File: src/rtl/ex_muldiv.sv
// Iterative RV32M multiply/divide unit for the EX stage: 1-cycle multiply, 32-cycle restoring divide.
// Holds the pipeline through stallreq until the one-cycle ready pulse; cancel aborts the operation.
module ex_muldiv #(
  parameter int XLEN       = 32,
  parameter int DIV_CYCLES = 32
) (
  input  logic            clk,
  input  logic            rst,
  input  logic            start,
  input  logic [2:0]      op,
  input  logic [XLEN-1:0] src1,
  input  logic [XLEN-1:0] src2,
  input  logic            cancel,
  output logic [XLEN-1:0] result,
  output logic            ready,
  output logic            stallreq
);

  localparam int CW = (DIV_CYCLES > 1) ? $clog2(DIV_CYCLES) : 1;
  localparam logic [CW-1:0] CNT_LAST = CW'(DIV_CYCLES - 1);
  localparam logic [XLEN-1:0] INT_MIN = {1'b1, {(XLEN-1){1'b0}}};

  typedef enum logic [1:0] {S_IDLE, S_MUL, S_DIV, S_DONE} state_t;

  state_t          state_q, state_d;
  logic [CW-1:0]   cnt_q, cnt_d;
  logic [XLEN-1:0] dvd_q, dvd_d;
  logic [XLEN-1:0] dvs_q, dvs_d;
  logic [XLEN-1:0] rem_q, rem_d;
  logic [2:0]      op_q, op_d;
  logic            negq_q, negq_d;
  logic            negr_q, negr_d;
  logic [XLEN-1:0] result_q, result_d;

  // Operand preparation in IDLE
  logic            signed_op, src1_neg, src2_neg, ovf;
  logic [XLEN-1:0] abs1, abs2;

  assign signed_op = (op == 3'd4) || (op == 3'd6);
  assign src1_neg  = signed_op & src1[XLEN-1];
  assign src2_neg  = signed_op & src2[XLEN-1];
  assign abs1      = src1_neg ? (~src1 + 1'b1) : src1;
  assign abs2      = src2_neg ? (~src2 + 1'b1) : src2;
  assign ovf       = signed_op && (src1 == INT_MIN) && (&src2);

  // One restoring-division step; the quotient shifts into the dividend register
  logic [XLEN:0]   rem_shift, diff;
  logic            q_bit;
  logic [XLEN-1:0] rem_nxt, dvd_nxt, quot_fix, rem_fix;

  assign rem_shift = {rem_q, dvd_q[XLEN-1]};
  assign diff      = rem_shift - {1'b0, dvs_q};
  assign q_bit     = ~diff[XLEN];
  assign rem_nxt   = q_bit ? diff[XLEN-1:0] : rem_shift[XLEN-1:0];
  assign dvd_nxt   = {dvd_q[XLEN-2:0], q_bit};
  assign quot_fix  = negq_q ? (~dvd_nxt + 1'b1) : dvd_nxt;
  assign rem_fix   = negr_q ? (~rem_nxt + 1'b1) : rem_nxt;

  // Multiply on latched operands; low 2*XLEN bits of the extended product are exact
  logic              mul_a_sx, mul_b_sx;
  logic [2*XLEN-1:0] mul_a, mul_b, prod;
  logic [XLEN-1:0]   mul_res;

  assign mul_a_sx = ((op_q == 3'd1) || (op_q == 3'd2)) & dvd_q[XLEN-1];
  assign mul_b_sx = (op_q == 3'd1) & dvs_q[XLEN-1];
  assign mul_a    = {{XLEN{mul_a_sx}}, dvd_q};
  assign mul_b    = {{XLEN{mul_b_sx}}, dvs_q};
  assign prod     = mul_a * mul_b;
  assign mul_res  = (op_q == 3'd0) ? prod[XLEN-1:0] : prod[2*XLEN-1:XLEN];

  always_ff @(posedge clk or negedge rst) begin
    if (!rst) begin
      state_q  <= S_IDLE;
      cnt_q    <= '0;
      dvd_q    <= '0;
      dvs_q    <= '0;
      rem_q    <= '0;
      op_q     <= '0;
      negq_q   <= 1'b0;
      negr_q   <= 1'b0;
      result_q <= '0;
    end else begin
      state_q  <= state_d;
      cnt_q    <= cnt_d;
      dvd_q    <= dvd_d;
      dvs_q    <= dvs_d;
      rem_q    <= rem_d;
      op_q     <= op_d;
      negq_q   <= negq_d;
      negr_q   <= negr_d;
      result_q <= result_d;
    end
  end

  always_comb begin
    state_d  = state_q;
    cnt_d    = cnt_q;
    dvd_d    = dvd_q;
    dvs_d    = dvs_q;
    rem_d    = rem_q;
    op_d     = op_q;
    negq_d   = negq_q;
    negr_d   = negr_q;
    result_d = result_q;
    if (cancel) begin
      state_d = S_IDLE;
      cnt_d   = '0;
    end else begin
      unique case (state_q)
        S_IDLE: begin
          if (start) begin
            op_d = op;
            if (!op[2]) begin
              dvd_d   = src1;
              dvs_d   = src2;
              state_d = S_MUL;
            end else if (src2 == '0) begin
              result_d = op[1] ? src1 : '1;
              state_d  = S_DONE;
            end else if (ovf) begin
              result_d = op[1] ? '0 : INT_MIN;
              state_d  = S_DONE;
            end else begin
              dvd_d   = abs1;
              dvs_d   = abs2;
              negq_d  = src1_neg ^ src2_neg;
              negr_d  = src1_neg;
              rem_d   = '0;
              cnt_d   = '0;
              state_d = S_DIV;
            end
          end
        end
        S_MUL: begin
          result_d = mul_res;
          state_d  = S_DONE;
        end
        S_DIV: begin
          dvd_d = dvd_nxt;
          rem_d = rem_nxt;
          cnt_d = cnt_q + 1'b1;
          if (cnt_q == CNT_LAST) begin
            result_d = op_q[1] ? rem_fix : quot_fix;
            cnt_d    = '0;
            state_d  = S_DONE;
          end
        end
        S_DONE: begin
          state_d = S_IDLE;
        end
        default: state_d = S_IDLE;
      endcase
    end
  end

  // stallreq is gated by rst so ctrl never sees a stall while the unit is held in reset
  always_comb begin
    ready    = (state_q == S_DONE) & ~cancel;
    stallreq = rst & start & ~ready & ~cancel;
    result   = result_q;
  end

endmodule

File: config.mk
export PLATFORM = sky130hd
export DESIGN_NAME = ex_muldiv
export DESIGN_NICKNAME = d
export VERILOG_FILES = /design/src/rtl/ex_muldiv.sv
export SDC_FILE = /design/constraint.sdc
export NUM_CORES = 2
export LEC_CHECK = 0
export BUFFER_PORTS_ARGS = -buffer_cell sky130_fd_sc_hd__buf_4
export CELL_PAD_IN_SITES_DETAIL_PLACEMENT = 0
export CELL_PAD_IN_SITES_GLOBAL_PLACEMENT = 1
export CORE_ASPECT_RATIO = 0.6
export CORE_UTILIZATION = 35
export DETAILED_ROUTE_END_ITERATION = 12
export PLACE_DENSITY = 0.6
export RECOVER_POWER = 100
export SLEW_MARGIN = 40
export SYNTH_ARGS = -nofsm -noshare
export SYNTH_HDL_FRONTEND = slang
export SYNTH_SLANG_ARGS = --single-unit
File: constraint.sdc
create_clock -name clk -period 12.7 [get_ports clk]
set_input_delay 0.635 -clock clk [delete_from_list [all_inputs] [get_ports clk]]
set_output_delay 0.635 -clock clk [all_outputs]
set_load 0.01 [all_outputs]
==> impl_metrics.env <==
export IMPL_syn_to_final_growth_pct=6.74
export IMPL_syn_area_um2=50300
export IMPL_start_util_pct=35.4
export IMPL_grt_pass1_wl_mm=296
export IMPL_antenna_found_initial=15
export IMPL_synth_top_cell_area_share_pct=44.8
export IMPL_cts_resized_gates=0
export IMPL_ctsLongestPathBuffers=2
export IMPL_r2r_end="result[19]"
export IMPL_hold_viol=0
export IMPL_stdcell_area_um2=53700
export IMPL_fin_ws_ns=1.40
export IMPL_die_h_um=296
export IMPL_crit_arrival_ns=11.65
export IMPL_synth_cell_type_count=85
export IMPL_layout_commonest_cell="inv_1"
export IMPL_skew_ns=0.0195
export IMPL_tritoncts="built"
export IMPL_hpwl_mm=159
export IMPL_ant_nets=0
export IMPL_drt_initial_drc_count=4499
export IMPL_synth_top_flop_cell="dfrtp_1"
export IMPL_async_reset_ff_share_pct=100
export IMPL_required_ns=13.05
export IMPL_synth_cells=5889
export IMPL_synth_edff_count=0
export IMPL_ys_seq_elements=140
export IMPL_reg2reg_from="dvd_q[9]"
export IMPL_cts_sinks=140
export IMPL_grt_setup_unrepaired="false"
export IMPL_period_needed_ns=11.30
export IMPL_period_share_pct=88.9
export IMPL_worstHoldPathType="input pin to flop"
export IMPL_grt_max_degree=69
export IMPL_root_buffer="clkbuf_16"
export IMPL_cts_buffers=17
export IMPL_path_clk_slew_ns=0.08
export IMPL_wl_per_cell_um=25.7
export IMPL_drive_gt1_share_pct=5.20
export IMPL_nets=7235
export IMPL_synth_warning_count=0
export IMPL_synth_nets=7343
export IMPL_synth_area_leaders="fa_1 45%, inv_1 9.3%, nand2_1 7.4%"
export IMPL_clk_latency_ns=0.49
export IMPL_dieArea_um2=145000
export IMPL_worstSetupStartpoint="dvd_q[9]"
export IMPL_core_area_um2=142000
export IMPL_grt_pass1_vias=41200
export IMPL_grt_overflow=0
export IMPL_worst_pin_slew_ns=3.74
export IMPL_maxSlewViolCount=335
export IMPL_syn_area_per_cell_um2=8.54
export IMPL_most_common_layout_cells="1,239 x inv_1, 1,125 x fa_1, 992 x nand2_1"
export IMPL_place_area_um2=53200
export IMPL_synth_seq_area_share_pct=6.97
export IMPL_ios=105
export IMPL_reg2regPathDepth=27
export IMPL_portBuffers=104
export IMPL_critPathCaptureType="flop"
export IMPL_setup_tns_ns=0
export IMPL_drv_cap=7
export IMPL_rows=107
export IMPL_postCtsSetupBuffers=0
export IMPL_hold_buffers=0
export IMPL_slew_headroom_pct=-149
export IMPL_grtUsageTotal_pct=28.1
export IMPL_min_delay_start="cancel"
export IMPL_reg2reg_slack_ns=1.40
export IMPL_synth_top_cell_by_area="fa_1"
export IMPL_status="finished with violations"
export IMPL_vias=40800
export IMPL_violations="capacitance limit, slew limit"
export IMPL_setup_violations_final=0
export IMPL_drc_errors=0
export IMPL_ctsHtreeMaxLevel=4
export IMPL_pre_cts_ws_ns=3.03
export IMPL_drt_vias_per_instance=5.30
export IMPL_worstSetupPathType="flop to flop"
export IMPL_gp_congestion=0.976
export IMPL_drt_total_wl_mm=198
export IMPL_timing_hold_worst_endpoint="cnt_q[3]"
export IMPL_start_kind="flop"
export IMPL_die_w_um=491
export IMPL_dr_pass1_iters=5
export IMPL_timing_fmax_ghz=0.0885
export IMPL_whs_path_depth=2
export IMPL_worstPathMaxFanout=32
## synthesized netlist by cell type, types with 19 or more instances
cell type     n
a21o_1       44
a21oi_1     193
a31oi_1      25
and2_1      278
and3_1       21
buf_1        34
clkbuf_1    313
dfrtp_1     140
fa_1       1126
ha_1        257
inv_1      1239
mux2i_1      30
nand2_1     992
nand2b_1     22
nand3_1      50
nand4_1      31
nor2_1      230
nor2b_1      19
nor3_1       55
nor4_1       22
o21ai_0     203
o31ai_1      52
or2_2        19
or3_1        25
xnor2_1     105
xor2_1       94
## worst max-delay path, stage by stage (launching register included)
cell and delay, ns:
dfrtp_1 0.82, clkbuf_1 1.87, nand2_1 0.22, fa_1 0.63
inv_1 0.05, fa_1 0.47, inv_1 0.05, fa_1 0.49
inv_1 0.05, fa_1 0.53, inv_1 0.05, fa_1 0.52
fa_1 0.43, fa_1 0.49, inv_1 0.05, fa_1 0.48
ha_1 0.48, and4_1 0.28, and3_1 0.21, nand4_1 0.16
a2111oi_2 0.87, nand4b_1 0.31, a21oi_1 0.17, o21ai_0 0.55
a2bb2oi_1 0.23, mux2i_1 0.18, a221oi_1 0.27, a32oi_1 0.13
## flip-flops by register name (all words and copies together) (netlist names)
register / cells
dvd_q: 32
result: 32
negr_q: 1
cnt_q: 5
negq_q: 1
op_q: 3
dvs_q: 32
state_q: 2
rem_q: 32
## worst max-delay path by stage
stage	slack, ns	end
floorplan	3.87	result[31]
global placement	2.88	result[31]
detailed placement	3.03	result[31]
CTS	2.97	result[31]
global route	1.22	result[19]
finish	1.40	result[19]
## cell families after synthesis
group	synth area share, %
and+or+nand+nor	16.4
buffers and inverters	11.9
muxes	0.911
xor gates and xnor gates	3.50
AOI/OAI and AO/OA	9.03
adders and majority gates	51.2
DFF	6.97
## cell type report
| type | instances | area [um2] |
|---|---|---|
| fill | 14900 | 88500 |
| multi-input combinational | 4153 | 40900 |
| inverter | 1241 | 4660 |
| sequential | 140 | 3520 |
| tap | 1907 | 2390 |
| timing repair buffer | 228 | 1580 |
| clock buffer | 19 | 453 |
| clock inverter | 13 | 164 |
| antenna | 3 | 7.51 |
## per-layer routing
| metal | vias to the layer above | global-route usage, % | part of all wire [%] | routed length [um] |
|---|---|---|---|---|
| met3 | 147 | 6.19 | 9.4 | 18600 |
| li1 | 17600 | - | - | - |
| met2 | 1663 | 38.0 | 39 | 77200 |
| met5 | - | 0 | 0.021 | 41 |
| met1 | 21400 | 45.1 | 50 | 99200 |
| met4 | 6 | 4.42 | 1.5 | 3060 |
## stage by stage
| step | hold WS [ns] | cells | util, % |
|---|---|---|---|
| 2_1_floorplan | 0.339 | 5889 | - |
| 3_5_place_dp | 0.472 | 7668 | 37.4 |
| 3_3_place_gp | 0.463 | 7668 | 37.3 |
| 6_report | 0.446 | 7704 | 37.7 |
| 5_1_grt | 0.442 | 7701 | 37.7 |
| 4_1_cts | 0.152 | 7700 | 37.8 |
Power is not shown: default switching activity piles up to over one toggle a cycle in this logic, so the estimate is an artifact.
